`src/rtl/upcntr_pkg.sv`:
```
// rtl/upcntr_pkg.sv - shared constants for the up-counter sequencer family
package upcntr_pkg;

    localparam int DEFAULT_WIDTH = 2;

    localparam logic [1:0] ST_IDLE  = 2'b00;
    localparam logic [1:0] ST_RUN   = 2'b01;
    localparam logic [1:0] ST_PAUSE = 2'b10;

endpackage

```
`src/rtl/upcntr_en.sv`:
```
// rtl/upcntr_en.sv - WIDTH-bit counter register with increment enable and sync clear
module upcntr_en #(
    parameter int WIDTH = 2
) (
    input  logic             clk_i,
    input  logic             rst_ni,
    input  logic             en_i,
    input  logic             clr_i,
    output logic [WIDTH-1:0] count_o
);

    localparam logic [WIDTH-1:0] ONE = WIDTH'(1);

    logic [WIDTH-1:0] count_q;
    logic [WIDTH-1:0] count_d;

    // clear wins over increment; otherwise hold
    always_comb begin
        count_d = count_q;
        if (clr_i) begin
            count_d = '0;
        end else if (en_i) begin
            count_d = count_q + ONE;
        end
    end

    // counter register, async active-low reset
    always_ff @(posedge clk_i or negedge rst_ni) begin
        if (!rst_ni) begin
            count_q <= '0;
        end else begin
            count_q <= count_d;
        end
    end

    assign count_o = count_q;

endmodule

```
`src/rtl/upcntr_seq.sv`:
```
// rtl/upcntr_seq.sv - start/pause/stop/auto-reload sequencer for an up-counter
module upcntr_seq
    import upcntr_pkg::*;
#(
    parameter int WIDTH = DEFAULT_WIDTH
) (
    input  logic             clk_i,
    input  logic             rst_ni,
    input  logic             start_i,
    input  logic             stop_i,
    input  logic             clear_i,
    input  logic             auto_reload_i,
    input  logic [WIDTH-1:0] term_i,
    output logic [WIDTH-1:0] count_o,
    output logic             busy_o,
    output logic             done_o,
    output logic [1:0]       state_o
);

    logic [1:0]       state_q, state_d;
    logic [WIDTH-1:0] term_q, term_d;
    logic             reload_q, reload_d;
    logic             done_q, done_d;

    logic             cnt_en;
    logic             cnt_clr;
    logic             advance;
    logic             at_term;

    assign at_term = (count_o == term_q);

    // next-state: clear beats stop beats start; a resume from PAUSE advances
    // immediately so that pausing never costs a counting cycle
    always_comb begin
        state_d  = state_q;
        term_d   = term_q;
        reload_d = reload_q;
        done_d   = 1'b0;
        cnt_en   = 1'b0;
        cnt_clr  = 1'b0;
        advance  = 1'b0;

        if (clear_i) begin
            state_d = ST_IDLE;
            cnt_clr = 1'b1;
        end else begin
            case (state_q)
                ST_IDLE: begin
                    if (start_i && !stop_i) begin
                        term_d   = term_i;
                        reload_d = auto_reload_i;
                        cnt_clr  = 1'b1;
                        state_d  = ST_RUN;
                    end
                end
                ST_RUN: begin
                    if (stop_i) begin
                        state_d = ST_PAUSE;
                    end else begin
                        advance = 1'b1;
                    end
                end
                ST_PAUSE: begin
                    if (!stop_i && start_i) begin
                        advance = 1'b1;
                    end
                end
                default: begin
                    state_d = ST_IDLE;
                end
            endcase
        end

        if (advance) begin
            state_d = ST_RUN;
            if (!at_term) begin
                cnt_en = 1'b1;
            end else begin
                done_d = 1'b1;
                if (reload_q) begin
                    cnt_clr = 1'b1;
                end else begin
                    state_d = ST_IDLE;
                end
            end
        end
    end

    // control registers, async active-low reset
    always_ff @(posedge clk_i or negedge rst_ni) begin
        if (!rst_ni) begin
            state_q  <= ST_IDLE;
            term_q   <= '0;
            reload_q <= 1'b0;
            done_q   <= 1'b0;
        end else begin
            state_q  <= state_d;
            term_q   <= term_d;
            reload_q <= reload_d;
            done_q   <= done_d;
        end
    end

    upcntr_en #(
        .WIDTH (WIDTH)
    ) u_cnt (
        .clk_i   (clk_i),
        .rst_ni  (rst_ni),
        .en_i    (cnt_en),
        .clr_i   (cnt_clr),
        .count_o (count_o)
    );

    assign busy_o  = (state_q == ST_RUN) || (state_q == ST_PAUSE);
    assign done_o  = done_q;
    assign state_o = state_q;

endmodule
```
`config.mk`:
```
export PLATFORM = sky130hd
export DESIGN_NAME = upcntr_seq
export DESIGN_NICKNAME = d
export VERILOG_FILES = /design/src/rtl/upcntr_pkg.sv /design/src/rtl/upcntr_en.sv /design/src/rtl/upcntr_seq.sv
export SDC_FILE = /design/constraint.sdc
export NUM_CORES = 1
export LEC_CHECK = 0
export CELL_PAD_IN_SITES_DETAIL_PLACEMENT = 1
export CELL_PAD_IN_SITES_GLOBAL_PLACEMENT = 1
export CORE_MARGIN = 2
export CORE_UTILIZATION = 37
export DETAILED_ROUTE_END_ITERATION = 10
export GPL_TIMING_DRIVEN = 0
export HOLD_SLACK_MARGIN = 0.02
export PLACE_DENSITY_LB_ADDON = 0.1
export SKIP_LAST_GASP = 1
export SLEW_MARGIN = 20
export SYNTH_ARGS = -nofsm -noshare
export SYNTH_HDL_FRONTEND = slang
export SYNTH_HIERARCHICAL = 1
export SYNTH_SLANG_ARGS = --single-unit
```
`constraint.sdc`:
```
create_clock -name clk_i -period 4.25 [get_ports clk_i]
set_input_delay 0.85 -clock clk_i [delete_from_list [all_inputs] [get_ports clk_i]]
set_output_delay 0.85 -clock clk_i [all_outputs]
set_load 0.01 [all_outputs]
```
==> flow_metrics.tcl <==
set metrics [dict create \
    dieHeight_um 41.6 \
    syn_inst 51 \
    root_buffer "clkbuf_4" \
    fin_skew_ns 0.000569 \
    row_count 13 \
    vias 436 \
    clockBufferDepth 2 \
    p_clk_share_pct 18.1 \
    swShare_pct 35.2 \
    synth_cell_types 23 \
    maxSlewViolCount 0 \
    intPower_w 0.000209 \
    tns_ns 0 \
    yosysSeqAreaShare_pct 38.4 \
    synth_nets 63 \
    synth_seq_cells 8 \
    vias_per_cell 5.32 \
    coreArea_sq_um 1300 \
    postCtsResizedCells 0 \
    antenna_cells 0 \
    setup_viol 0 \
    wl_per_cell_um 14.0 \
    period_minus_slack_ns 2.45 \
    hold_viol_final 0 \
    powerDensity_nw_per_um2 466 \
    p_total_w 0.000323 \
    cp.buffers_inverters 2 \
    clock_sinks 8 \
    grt_pass1_vias 484 \
    ys.warnings.count 6 \
    wirelength_um 1150 \
    cpMaxStageDelayCell "clkdlybuf4s50_1" \
    post-route-period-util_pct 57.8 \
    crit_fanout 5 \
    ios 14 \
    antenna_found_initial 0 \
    hold_slack_ns 0.537 \
    end_kind "output pin" \
    timing.critical_path.max_delay_family "buffers and inverters" \
    status "complete, no violations" \
    post-route-drc-count 0 \
    drt_iter0_markers 0 \
    grt_pass1_wl_um 2190 \
    critical_path_arrival_ns 1.60 \
    area_growth_pct 32.9 \
    p_sw_w 0.000114 \
    critPathLaunchType "flop" \
    tightest_slew_ns 0.473 \
    crit_chain "inv_1, ha_1, clkdlybuf4s50_1" \
    io_buffers 13 \
    maxCapViolCount 0 \
    cp.required_ns 3.40 \
    grt_usage_pct 16.3 \
    cts_tree "built" \
    rsz0062_at_grt "no" \
    insertion_delay_ns 0.25 \
    ir_worst_vdd_v 0.000201 \
    die_area_sq_um 1730 \
    grt-ovfl-total 0 \
    gp_congestion 0.738 \
    drive_gt1_share_pct 14.9 \
    drtPass1Iterations 1 \
    hp-class "reg2reg" \
    p_leak_nw 0.286 \
    dieWidth_um 41.6 \
    pwr-share-seq_pct 34.5 \
    clk_pin_slew_ns 0.06 \
    fin_nets 81 \
    slowest_delay_ns 0.54 \
    syn_area_sq_um 522 \
    max_freq_mhz 407 \
    grt_max_degree 9 \
    crit_type "reg2out" \
    start_util_pct 40.1 \
    numCtsBuffers 3 \
    post_cts_buffers 0 \
    syn_avg_cell_area_sq_um 10.2 \
    power_frac_comb_pct 47.4 \
    relSlewSlack_pct 68.4 \
    htree_num_levels 1 \
    cts_hold_buf 0 \
    ant_nets 0 \
]
power by group through the flow:
| stage | clock, W | sequential, W | combinational [W] |
|---|---|---|---|
| after floorplan | 0 | 0.000112 | 0.000102 |
| after global placement | 0 | 0.000113 | 0.000152 |
| after detailed placement | 0 | 0.000113 | 0.000157 |
| after CTS | 0.0000613 | 0.000112 | 0.000157 |
| after global routing | 0.0000670 | 0.000115 | 0.000172 |
| final | 0.0000585 | 0.000111 | 0.000153 |
area by class of cell:
type,count,area [sq um]
Inverter,2,7.51
Multi-Input combinational cell,41,314
Sequential cell,8,200
Tap cell,15,18.8
Clock buffer,3,22.5
Timing Repair Buffer,13,130
Fill cell,164,608
cells by family (layout without fill, tap and decap cells):
group	Yosys count	after routing	synth area share [%]
xor gates and xnor gates	3	3	5.04
buffers and inverters	2	18	1.44
muxes	3	3	6.47
DFF	8	8	38.4
and+or+nand+nor	19	19	21.8
adders and majority gates	4	4	9.59
AOI/OAI and AO/OA	12	12	17.3
sequential cells by signal, summed over array words and instances (netlist names):
register       flops
u_cnt/count_o      2
state_o            2
done_o             1
reload_q           1
term_q             2
synth_stat cells:
cell type	n	area share, %
a211o_1	2	3.4
a21bo_1	1	1.9
a21o_1	2	2.9
a21oi_1	3	2.9
a21oi_2	1	1.7
a31oi_1	1	1.2
and2b_2	1	1.7
dfrtp_1	8	38
ha_1	4	9.6
inv_1	2	1.4
mux2_2	3	6.5
nand2_1	4	2.9
nand2b_1	1	1.2
nand2b_4	1	2.6
nand3b_1	1	1.4
nand4b_1	2	3.4
nor2_1	3	2.2
nor2b_1	1	1.2
nor3_1	4	3.8
nor3b_1	1	1.4
o21ai_0	1	0.96
o31ai_2	1	2.4
xnor2_1	3	5.0
worst register-to-register path, delay by kind of cell, from the launching register on:
kind	cells	cell delay [ns]
flip-flops	1	0.41
AND/OR/NAND/NOR	4	0.85
AO/OA/AOI/OAI	1	0.16
adder cells (fa/ha/maj)	1	0.32
buffers and inverters	1	0.10
routing by layer:
layer | routed length [um] | global-route usage [%] | vias up
met5 | 0 | 0 | -
li1 | - | - | 215
met2 | 641 | 30.3 | 10
met1 | 455 | 18.3 | 209
met3 | 38 | 3.04 | 2
met4 | 11 | 5.81 | 0
final timing paths:
kind                                   startpoint                            to  slack [ns]  cells after the start
max                        state_o[1]$_DFFE_PN0P_                        busy_o        1.80                      3
min                         term_q[0]$_DFFE_PN0P_         term_q[0]$_DFFE_PN0P_        0.54                      1
max reg2reg                state_o[1]$_DFFE_PN0P_  u_cnt/count_o[1]$_DFFE_PN0P_        2.35                      7
min reg2reg                 term_q[0]$_DFFE_PN0P_         term_q[0]$_DFFE_PN0P_        0.54                      1
max in group asynchronous                  rst_ni        state_o[1]$_DFFE_PN0P_        3.10                      1
min in group asynchronous                  rst_ni         term_q[1]$_DFFE_PN0P_        0.88                      1
per-stage QoR:
stage	utilization (%)	cell area [sq um]	setup slack, ns	std cells
after floorplan	-	522	2.45	51
after global placement	51.5	671	1.78	79
after detailed placement	51.5	671	1.67	79
after CTS	53.3	693	1.76	82
after global routing	53.3	693	1.69	82
final	53.3	693	1.80	82
placed cells by master, fill, tap and decap left out:
cell              n
clkdlybuf4s50_1  13
dfrtp_1           8
nand2_1           4
nor3_1            4
ha_1              4
xnor2_1           3
nor2_1            3
mux2_2            3
a21oi_1           3
clkbuf_4          3
inv_1             2
a21o_1            2
a211o_1           2
nand4b_1          2
and2b_2           1
nor3b_1           1
nand2b_4          1
o21ai_0           1
nand2b_1          1
a31oi_1           1
nor2b_1           1
o31ai_2           1
a21bo_1           1
nand3b_1          1
a21oi_2           1
Note: power is estimated with default switching activity, not from simulation.
